--- config.mk ---
export PLATFORM = sky130hd
export DESIGN_NAME = regfile_wb_arbiter
export DESIGN_NICKNAME = d
export VERILOG_FILES = /design/src/rtl/regfile_wb_arbiter.sv
export SDC_FILE = /design/constraint.sdc
export NUM_CORES = 1
export LEC_CHECK = 0
export ABC_AREA = 1
export BUFFER_PORTS_ARGS = -buffer_cell sky130_fd_sc_hd__buf_2
export CORE_MARGIN = 5
export CORE_UTILIZATION = 49
export CTS_CLUSTER_DIAMETER = 50
export DETAILED_ROUTE_END_ITERATION = 6
export GPL_TIMING_DRIVEN = 1
export PLACE_DENSITY = 0.77
export RECOVER_POWER = 50
export SYNTH_ARGS = -nofsm -noshare
export SYNTH_HDL_FRONTEND = slang
export SYNTH_SLANG_ARGS = --single-unit
--- constraint.sdc ---
create_clock -name i_clk -period 1.6 [get_ports i_clk]
set_input_delay 0.24 -clock i_clk [delete_from_list [all_inputs] [get_ports i_clk]]
set_output_delay 0.24 -clock i_clk [all_outputs]
set_load 0.02 [all_outputs]
--- src/rtl/regfile_wb_arbiter.sv ---
// Write-back arbiter and scoreboard for the 16x8 register file. Two requesters
// share one write port round-robin. Per-register busy bits feed decode's hazard stall.
module regfile_wb_arbiter #(
  parameter int DATA_W = 8,
  parameter int ADDR_W = 4
) (
  input  logic                     i_clk,
  input  logic                     i_reset,
  input  logic                     i_a_valid,
  input  logic [ADDR_W-1:0]        i_a_reg,
  input  logic [DATA_W-1:0]        i_a_data,
  output logic                     o_a_ready,
  input  logic                     i_b_valid,
  input  logic [ADDR_W-1:0]        i_b_reg,
  input  logic [DATA_W-1:0]        i_b_data,
  output logic                     o_b_ready,
  input  logic                     i_issue_valid,
  input  logic [ADDR_W-1:0]        i_issue_reg,
  input  logic                     i_flush,
  input  logic [ADDR_W-1:0]        i_rd_reg1,
  input  logic [ADDR_W-1:0]        i_rd_reg2,
  output logic                     o_hazard,
  output logic                     o_write_en,
  output logic [ADDR_W-1:0]        o_write_reg,
  output logic [DATA_W-1:0]        o_write_data,
  output logic [(1<<ADDR_W)-1:0]   o_busy,
  output logic [7:0]               o_wr_count
);
  localparam int NREG = 1 << ADDR_W;

  // Handshake: a requester holds valid/reg/data stable until it sees ready;
  // the transfer happens on the edge where valid && ready are both high.
  typedef enum logic {PTR_A = 1'b0, PTR_B = 1'b1} ptr_e;

  ptr_e                ptr_q, ptr_d;
  logic                a_gnt, b_gnt;
  logic                acc_wen;
  logic [ADDR_W-1:0]   acc_reg;
  logic [DATA_W-1:0]   acc_data;
  logic                write_en_q;
  logic [ADDR_W-1:0]   write_reg_q;
  logic [DATA_W-1:0]   write_data_q;
  logic [NREG-1:0]     busy_q, busy_d;
  logic [7:0]          wr_count_q;

  always_comb begin
    a_gnt = 1'b0;
    b_gnt = 1'b0;
    ptr_d = ptr_q;
    if (i_reset) begin
      if (i_a_valid && (!i_b_valid || ptr_q == PTR_A)) a_gnt = 1'b1;
      else if (i_b_valid)                              b_gnt = 1'b1;
    end
    if (a_gnt)      ptr_d = PTR_B;
    else if (b_gnt) ptr_d = PTR_A;
  end

  // Writes to register 0 are accepted but never reach the register file.
  always_comb begin
    acc_reg  = b_gnt ? i_b_reg  : i_a_reg;
    acc_data = b_gnt ? i_b_data : i_a_data;
    acc_wen  = (a_gnt || b_gnt) && (acc_reg != '0);
  end

  // Issue sets after the commit clears so a same-edge set wins; flush beats both.
  always_comb begin
    busy_d = busy_q;
    if (write_en_q) busy_d[write_reg_q] = 1'b0;
    if (i_issue_valid && i_issue_reg != '0) busy_d[i_issue_reg] = 1'b1;
    if (i_flush) busy_d = '0;
    busy_d[0] = 1'b0;
  end

  always_ff @(posedge i_clk or negedge i_reset) begin
    if (!i_reset) begin
      ptr_q        <= PTR_A;
      write_en_q   <= 1'b0;
      write_reg_q  <= '0;
      write_data_q <= '0;
      busy_q       <= '0;
      wr_count_q   <= '0;
    end else begin
      ptr_q      <= ptr_d;
      write_en_q <= acc_wen;
      if (acc_wen) begin
        write_reg_q  <= acc_reg;
        write_data_q <= acc_data;
      end
      busy_q <= busy_d;
      if (write_en_q) wr_count_q <= wr_count_q + 8'd1;
    end
  end

  assign o_a_ready    = a_gnt;
  assign o_b_ready    = b_gnt;
  assign o_hazard     = busy_q[i_rd_reg1] | busy_q[i_rd_reg2];
  assign o_write_en   = write_en_q;
  assign o_write_reg  = write_reg_q;
  assign o_write_data = write_data_q;
  assign o_busy       = busy_q;
  assign o_wr_count   = wr_count_q;
endmodule

==> results of run 1 <==
[final timing paths]
kind	from	endpoint	slack [ns]	cells past startpoint
setup reg to reg	ptr_q	o_write_data[5]	0.14	10
hold reg to reg	o_wr_count[7]	o_wr_count[7]	0.48	1
hold / removal	i_reset	ptr_q	0.26	2
min in group i_clk	i_b_valid	ptr_q	0.26	4
max in group asynchronous	i_reset	o_write_data[2]	0.76	2
setup / recovery	o_busy[5]	o_hazard	-0.03	8
[layer usage]
metal	GRT usage [%]	up-vias
met5	0	-
met4	4.98	0
met3	5.44	7
met2	32.6	87
met1	23.1	977
li1	-	1147
[power breakdown]
group | total [µW] | switching, µW | internal, µW
clock network | 824 | 316 | 508
logic | 859 | 562 | 297
registers | 1230 | 148 | 1080
total | 2910 | 1030 | 1890
[through the flow]
stage | worst slack (ns) | TNS (ns) | area, µm² | hold slack [ns]
final | -0.0295 | -0.0295 | 2790 | 0.257
after floorplan | 0.215 | 0 | 2230 | -0.0556
after global placement | 0.197 | 0 | 2650 | 0.345
after detailed placement | 0.143 | 0 | 2650 | 0.359
after CTS | -0.0175 | -0.0175 | 2800 | 0.0500
after global routing | -0.147 | -0.154 | 2790 | 0.282
[what timing repair did]
item / in CTS / in global routing
resized for setup: 3 / 2
pin swaps: 3 / 0
buffers inserted: 4 / 1
setup endpoints to repair: 2 / 2
[synthesized netlist by cell type, drive strengths merged (2+ instances only)]
master and instances:
o211ai 7, o31ai 3, buf 6, dfrtp 37, nand2 106, inv 33
xor2 5, a21oi 18, xnor2 2, clkbuf 4, nor2 16, clkinv 2
nand3 46, o21ai 14
[cells by family after synthesis]
logic type | synth area share [%]
DFF | 41.5
other | 0.168
adders and majority gates | 0.561
and+or+nand+nor | 34.8
xor gates and xnor gates | 2.75
AOI/OAI and AO/OA | 11.2
buffers and inverters | 9.08
[area by class of cell]
type	instances	area, µm²
clock inverter	1	30.0
timing repair buffer	88	447
inverter	35	135
clock buffer	7	86.3
multi-input combinational	223	1100
tap	52	65.1
sequential	37	926
fill	408	1600
==> metrics.txt, run 1 <==
status=complete, but fails checks; failing checks=negative setup slack; register area share after synthesis=41.5%; Setup CP Type=register to output pin; CP dominant cell by count=nand2_1; Total Wirelength=5.48 mm; placed cell count=430; max-cap violations=0; RSZ-0062 raised after global routing=true; largest cells by area after synthesis=dfrtp_1, nand2_1, nand3_1; largest net degree at the start of global routing=38; Pwr Density=1040 nW/µm²; final hold vios=0; Root Driver=clkbuf_8; hold buffers post-CTS=0; final critical-path share of the clock period=102%; post-route insts no fill=443; Synth Net Count=348; Worst-Margin Slew=0.910 ns; cell accounting for the most synthesized area=dfrtp_1; Worst EP required=1.36 ns; H-tree depth=2; syn avg cell area=7.31 µm²; die extent in y=77.5 µm; worst setup margin=-0.0295 ns; DRT met1 WL=2.32 mm; CTS Buffer Depth=2; grt ovf=0; most frequent cells in the layout=nand2_1, buf_2, nand3_1, dfrtp_1, inv_1; slew margin rel.=39.3%; clk_skew=0.0108 ns; Core Util, Final=63.6%; total power=2910 µW; Hold Crit Class=input port to asynchronous set/reset pin; VDD IR max=590 µV; setup violators final=1; # clock sinks=37; CP Cell Sequence=inv_1 -> nand2_1 -> nand3_1 -> nand3_1 -> a21o_1 -> nand2_1 -> nand2_1 -> buf_6; max reg flops=15; Post-DP HPWL=4.41 mm; nets=433; Critical Path Max Stage Delay=0.39 ns; slowest stage cell, crit path=dfrtp_1; Die Wd=77.5 µm; Area Growth Syn to Fin=25.0%; Synth Warn #=0; DR WL/cell=12.4 µm; register clock-pin slew on the reported worst setup and hold paths=0.08 ns; # rows=24; CTS Buf Count=5; most common cell after layout, fill and taps aside=nand2_1; delay-heaviest family, CP=flip-flops; Post-Syn Area=2230 µm²; post-synthesis cell type count=28; initial DRC count=154; DRC Markers=0; I/O Pins=82; via count=2218; top_reg_cell synth=dfrtp_1; Setup crit end kind=output pin; GPL Wtd Cong=0.870; Pre-Repair DR Iteration Count=4; WP buf/inv=2; initial antenna violation count=0; share of layout cells above drive strength 1=25.8%; vias per std cell=5.01; Gate Count Post-Synth=305; CORE AREA=4380 µm²; DR top layer=met4; ant diodes=0; worst path arrival time=1.39 ns; met3 wire length=473 µm; Yosys top cell area share=41.5%; ys async rst share=100%; CP Launch Type=register; fin crit period=1.63 ns; DIE AREA=6000 µm²; clk_lat worst skew=0.29 ns; Initial Util=50.9%; met2 wire len=2.62 mm; leak pwr=0.00154 µW; vias in the first global route=2135; CTS tree=done; FF+latch count, synth=37; Post-synth EDFFs=0; Total GRT Usage=18.9%; first-pass GRT wire length=9.46 mm; ANT nets after route=0; CP max FO=2; fin. max-slew vios=0; f_max=0.614 GHz; # port buffers=80
Note: power is estimated with default switching activity, not from simulation.
==> run 2, diff against run 1 <==
CORE_UTILIZATION = 45   (was 49)
PLACE_DENSITY = 0.75   (was 0.77)
REMOVE_ABC_BUFFERS = 1   (was default)
clock period = 1.32 ns   (was 1.6 ns; I/O delays follow)
==> run 2 against run 1 <==
Compared with the run above:
- the run still ends with negative setup slack left
- via count rose by 8.3%
- sequential cell count did not move
- combinational power rose by 44%
- first-iteration DRC count fell by 9.1%
- global-route usage rose by 1.4 points
- total power rose by 28%
- routed wire length rose by 18%
- sequential power rose by 21%
- non-clock buffer count rose by 20
- count of clock-buffer cells in the layout did not move
- worst setup slack got worse by 0.23 ns
- critical endpoint unchanged
- largest cell class unchanged
==> metrics.txt, run 2 (synthesis results as in run 1) <==
status=complete, but fails checks; failing checks=negative setup slack; # rows=25 (+4.2%); final hold vios=0 (unchanged); CTS Buffer Depth=2 (unchanged); reg-to-reg endpoint=o_write_data[0]; leak pwr=0.00172 µW (+12%); clk_skew=0.00223 ns (-0.00858 ns); max-cap violations=0 (unchanged); slew margin rel.=40.7% (+1.4 points); Root Driver=clkbuf_8; Area Growth Syn to Fin=44.1%; CORE AREA=4750 µm² (+8.4%); initial antenna violation count=0 (unchanged); clk_lat worst skew=0.29 ns (about the same); via count=2402 (+8.3%); placed cell count=457 (+6.3%); Pwr Density=1160 nW/µm² (+11%); # clock sinks=37 (unchanged); Setup CP Type=register to output pin; CTS Buf Count=5 (unchanged); vias per std cell=5.01 (+0.16%); R2R depth=9 (-1); setup violators final=18 (+17); Total GRT Usage=20.2% (+1.4 points); design area=3220 µm² (+15%); vias in the first global route=2429 (+14%); # port buffers=80 (unchanged); first-pass GRT wire length=10.4 mm (+9.6%); die extent in y=80.4 µm (+3.8%); most frequent cells in the layout=nand2_1, buf_2, dfrtp_1, nand3_1, inv_1; setup_tns=-2.42 ns (-2.39 ns); worst setup margin=-0.258 ns (-0.229 ns); RSZ-0062 raised after global routing=true; ant diodes=0 (unchanged); Hold Crit Class=input port to register; share of layout cells above drive strength 1=40.8% (+15 points); fin. max-slew vios=0 (unchanged); H-tree depth=2 (unchanged); fin crit period=1.58 ns; ANT nets after route=0 (unchanged); DIE AREA=6470 µm² (+7.7%); worst flop-to-flop path startpoint=ptr_q; max reg flops=15 (unchanged); grt ovf=0 (unchanged); DP Area=2760 µm² (+4.1%); reg2reg setup slack=-0.19 ns (-0.33 ns); CP max FO=2 (unchanged); Post-DP HPWL=4.61 mm (+4.6%); largest net degree at the start of global routing=38 (unchanged); Pre-Repair DR Iteration Count=4 (unchanged); Setup crit end kind=output pin; Critical path origin=o_busy[3]; Total Wirelength=6.45 mm (+18%); I/O Pins=82 (unchanged); post-route insts no fill=479 (+8.1%); Initial Util=46.9% (-4.0 points); DR WL/cell=13.5 µm (+9.0%); Die Wd=80.4 µm (+3.8%); initial DRC count=140 (-9.1%); most common cell after layout, fill and taps aside=nand2_1; total power=3740 µW (+28%); nets=454 (+4.8%); Hold Crit Depth=3; DRC Markers=0 (unchanged); f_max=0.634 GHz; CP Launch Type=register; register clock-pin slew on the reported worst setup and hold paths=0.07 ns (about the same); final critical-path share of the clock period=120%; Worst EP required=1.12 ns (-0.24 ns); crit path to=o_hazard; CTS tree=done; worst path arrival time=1.38 ns (about the same); Worst-Margin Slew=0.889 ns (-0.0209 ns); VDD IR max=562 µV (-4.6%); GPL Wtd Cong=0.922 (+5.9%); hold buffers post-CTS=0 (unchanged)
run 2: worst max-delay path, stage by stage (launching register included):
cell and delay (ns):
dfrtp_1 0.39, inv_2 0.07, nand2_1 0.05, nand3_1 0.08, nand3_1 0.08, a21o_1 0.16, nand2_1 0.07, nand2_1 0.06
buf_6 0.13
run 2: repair_timing:
item | in CTS | in global routing
setup buffers | 8 | 5
pin swaps | 12 | 24
resized for setup | 31 | 39
endpoints found under the setup margin | 16 | 17
cloned | 1 | 0
run 2: metal layers:
layer | share of wire (%) | global-route usage, % | vias to the layer above
li1 | - | - | 1191
met1 | 41 | 24.4 | 1097
met2 | 49 | 35.0 | 101
met3 | 8.1 | 4.71 | 13
met4 | 2.1 | 7.26 | 0
met5 | 0 | 0 | -
run 2: how the worst min path moves through the flow:
stage	startpoint	endpoint	slack (ns)
3_5_place_dp	i_reset	ptr_q	0.39
5_1_grt	i_a_valid	ptr_q	0.23
2_1_floorplan	i_reset	o_busy[10]	-0.1
6_report	i_a_valid	ptr_q	0.23
3_3_place_gp	i_reset	ptr_q	0.39
4_1_cts	i_reset	ptr_q	0.09
run 2: report_power, final:
| part | total [µW] | leakage [µW] | internal (µW) | switching [µW] |
|---|---|---|---|---|
| logic | 1240 | 0.00118 | 453 | 789 |
| clock network | 1000 | 0.0000585 | 616 | 389 |
| registers | 1490 | 0.000482 | 1310 | 181 |
| total | 3740 | 0.00172 | 2380 | 1360 |
run 2: area by class of cell:
| type | instances | area, µm² |
|---|---|---|
| Clock inverter | 1 | 30.0 |
| Fill cell | 410 | 1540 |
| Tap cell | 67 | 83.8 |
| Sequential cell | 37 | 926 |
| Multi-Input combinational cell | 224 | 1320 |
| Inverter | 35 | 140 |
| Clock buffer | 7 | 86.3 |
| Timing Repair Buffer | 108 | 631 |
run 2: stage by stage:
| step | util, % | setup slack, ns | hold slack, ns |
|---|---|---|---|
| after floorplan | - | -0.0711 | -0.0976 |
| after global placement | 58.0 | 0.0160 | 0.386 |
| after detailed placement | 58.0 | -0.0831 | 0.385 |
| after CTS | 64.2 | -0.237 | 0.0941 |
| after global routing | 67.6 | -0.365 | 0.228 |
| final | 67.6 | -0.258 | 0.231 |
==> run 3, diff against run 2 <==
==> constraint.sdc (replaced) <==
create_clock -name i_clk -period 1.32 [get_ports i_clk]
set_input_delay 0.066 -clock i_clk [delete_from_list [all_inputs] [get_ports i_clk]]
set_output_delay 0.066 -clock i_clk [all_outputs]
set_load 0.02 [all_outputs]
==> run 3 against run 2 <==
Compared with the run above:
- the flow still finishes with violations (negative setup slack)
- sequential cell count unchanged
- clock skew is 0.0041 ns higher
- non-clock buffer count is 10 lower
- first-iteration DRC count is 0.71% higher
- cell area shrank 3.0%
- register-to-register slack gained 0.04 ns
- hold slack worse by 0.14 ns
- via count decreased by 3.6%
- critical endpoint is now o_write_data[7]
==> metrics.txt, run 3 (synthesis results as in run 1) <==
worst path arrival time=1.65 ns (+0.27 ns); final hold vios=0 (unchanged); CTS Buf Count=5 (unchanged); Die Wd=80.4 µm (unchanged); DRC Markers=0 (unchanged); Setup crit end kind=register; Area Growth Syn to Fin=39.9%; worst flop-to-flop path startpoint=ptr_q; nets=444 (-2.2%); Total GRT Usage=19.1% (-1.1 points); CTS tree=done; Logic pwr share=31.0% (-2.2 points); initial antenna violation count=0 (unchanged); Pwr Density=1230 nW/µm² (+5.9%); max-cap violations=0 (unchanged); vias in the first global route=2189 (-9.9%); setup violators final=14 (-4); CORE AREA=4750 µm² (unchanged); ant diodes=0 (unchanged); Pre-Repair DR Iteration Count=4 (unchanged); CP max FO=8 (+6); Power Internal=2490 µW (+4.6%); setup_tns=-1.53 ns (+0.886 ns); Hold Crit Class=input port to register; initial DRC count=141 (+0.71%); switching power=1350 µW (-0.36%); die extent in y=80.4 µm (unchanged); met2 usage=30.6% (-4.4 points); CTS Buffer Depth=2 (unchanged); worst setup margin=-0.154 ns (+0.104 ns); I/O Pins=82 (unchanged); leak pwr=0.00166 µW (-3.2%); Root Driver=clkbuf_8; via count=2315 (-3.6%); post-route insts no fill=469 (-2.1%); Core Util, Final=65.6% (-2.0 points); clk_lat worst skew=0.29 ns (about the same); VDD IR max=924 µV (+64%); GPL Wtd Cong=0.891 (-3.3%); CP Launch Type=register; max reg flops=15 (unchanged); fin crit period=1.47 ns (-0.104 ns); Initial Util=46.9% (unchanged); met3 GRT Util=5.16% (+0.45 points); clk_skew=0.00636 ns (+0.00413 ns); status=complete, but fails checks; Reg power frac=38.7% (-1.2 points); Worst EP required=1.50 ns (+0.38 ns); grt ovf=0 (unchanged); grt peak-use layer=met2; Worst Min Path Start=i_a_valid; placed cell count=450 (-1.5%); DR WL/cell=13.3 µm (-1.4%); ANT nets after route=0 (unchanged); Critical path origin=ptr_q; FILL cells=412 (+0.49%); Setup CP Type=register to register; # port buffers=80 (unchanged); RSZ-0062 raised after global routing=true; first-pass GRT wire length=9.75 mm (-5.9%); pre-CTS setup slack=-0.0216 ns (+0.0615 ns); Sw Share=35.2% (-1.1 points); register clock-pin slew on the reported worst setup and hold paths=0.07 ns (about the same); DIE AREA=6470 µm² (unchanged); final critical-path share of the clock period=112% (-7.9 points); Post-DP HPWL=4.38 mm (-5.0%); Clock Power Share=30.3% (+3.4 points); Total Wirelength=6.23 mm (-3.5%); Worst-Margin Slew=0.811 ns (-0.0788 ns); slew margin rel.=46.0% (+5.3 points); largest net degree at the start of global routing=38 (unchanged); # clock sinks=37 (unchanged); total power=3840 µW (+2.8%); f_max=0.678 GHz (+7.0%); most common cell after layout, fill and taps aside=nand2_1; failing checks=negative setup slack; most frequent cells in the layout=nand2_1, buf_2, dfrtp_1, nand3_1, inv_1; H-tree depth=2 (unchanged); # rows=25 (unchanged); routing usage on met1=24.3% (-0.086 points); share of layout cells above drive strength 1=36.1% (-4.7 points); fin. max-slew vios=0 (unchanged); vias per std cell=4.94 (-1.6%)
run 3: changes by cell type in the layout (fill, tap and decap cells not counted), moves of 2 or more:
cell / change
nand3_1: +2
buf_2: -3
buf_6: -2
nand2_1: +2
inv_1: +4
buf_4: -9
clkbuf_1: +2
nand3_4: -2
inv_2: -4
run 3: path summary, 6_finish.rpt:
kind	endpoint	slack [ns]	depth (start not counted)
hold reg to reg	o_wr_count[7]	0.48	1
hold / removal	ptr_q	0.09	3
max in group asynchronous	o_busy[4]	0.21	3
setup reg to reg	o_write_data[7]	-0.15	10
setup / recovery	o_write_data[7]	-0.15	10
min in group asynchronous	o_wr_count[6]	0.60	3
run 3: critical path, stage by stage, from the launching register on:
cell     delay [ns]
dfrtp_1        0.37
nand2_2        0.08
nand2_4        0.11
nand2_8        0.09
nand2_4        0.08
nand2_4        0.05
nor2_4         0.14
nand2_4        0.13
buf_8          0.18
nand3_2        0.06
nand2_1        0.06
run 3: per-stage QoR:
stage | hold slack (ns) | area [µm²]
global route | 0.0944 | 3120
floorplan | -0.230 | 2160
finish | 0.0907 | 3120
global placement | 0.183 | 2710
CTS | 0.0936 | 2980
detailed placement | 0.191 | 2710
run 3: metal layers:
metal	up-vias	wire length, µm
li1	1174	-
met1	1030	2500
met2	103	3120
met3	8	521
met4	0	78
met5	-	0
run 3: layout make-up:
cell class	instances	area, µm²	area share [%]
clock buffers	5	68.8	2.21
clock inverters	3	65.1	2.09
inverters	35	140	4.49
multi-input cells	224	1270	40.9
flip-flops and latches	37	926	29.7
well taps	67	83.8	2.69
repair buffers	98	562	18.0
run 3: power groups by stage:
| stage | Sequential (µW) | Clock [µW] | Combinational (µW) |
|---|---|---|---|
| after floorplan | 1700 | 0 | 437 |
| after global placement | 1500 | 0 | 1060 |
| after detailed placement | 1500 | 0 | 1080 |
| after CTS | 1480 | 1170 | 1140 |
| after global routing | 1520 | 1230 | 1330 |
| final | 1490 | 1160 | 1190 |
run 3: repair_timing:
| item | CTS | global route |
|---|---|---|
| pin swaps | 16 | 19 |
| hold endpoints to repair | 37 | 0 |
| hold buffers | 1 | 0 |
| cloned | 0 | 1 |
| endpoints found under the setup margin | 14 | 15 |
| resized for setup | 24 | 28 |
| setup buffers | 4 | 5 |
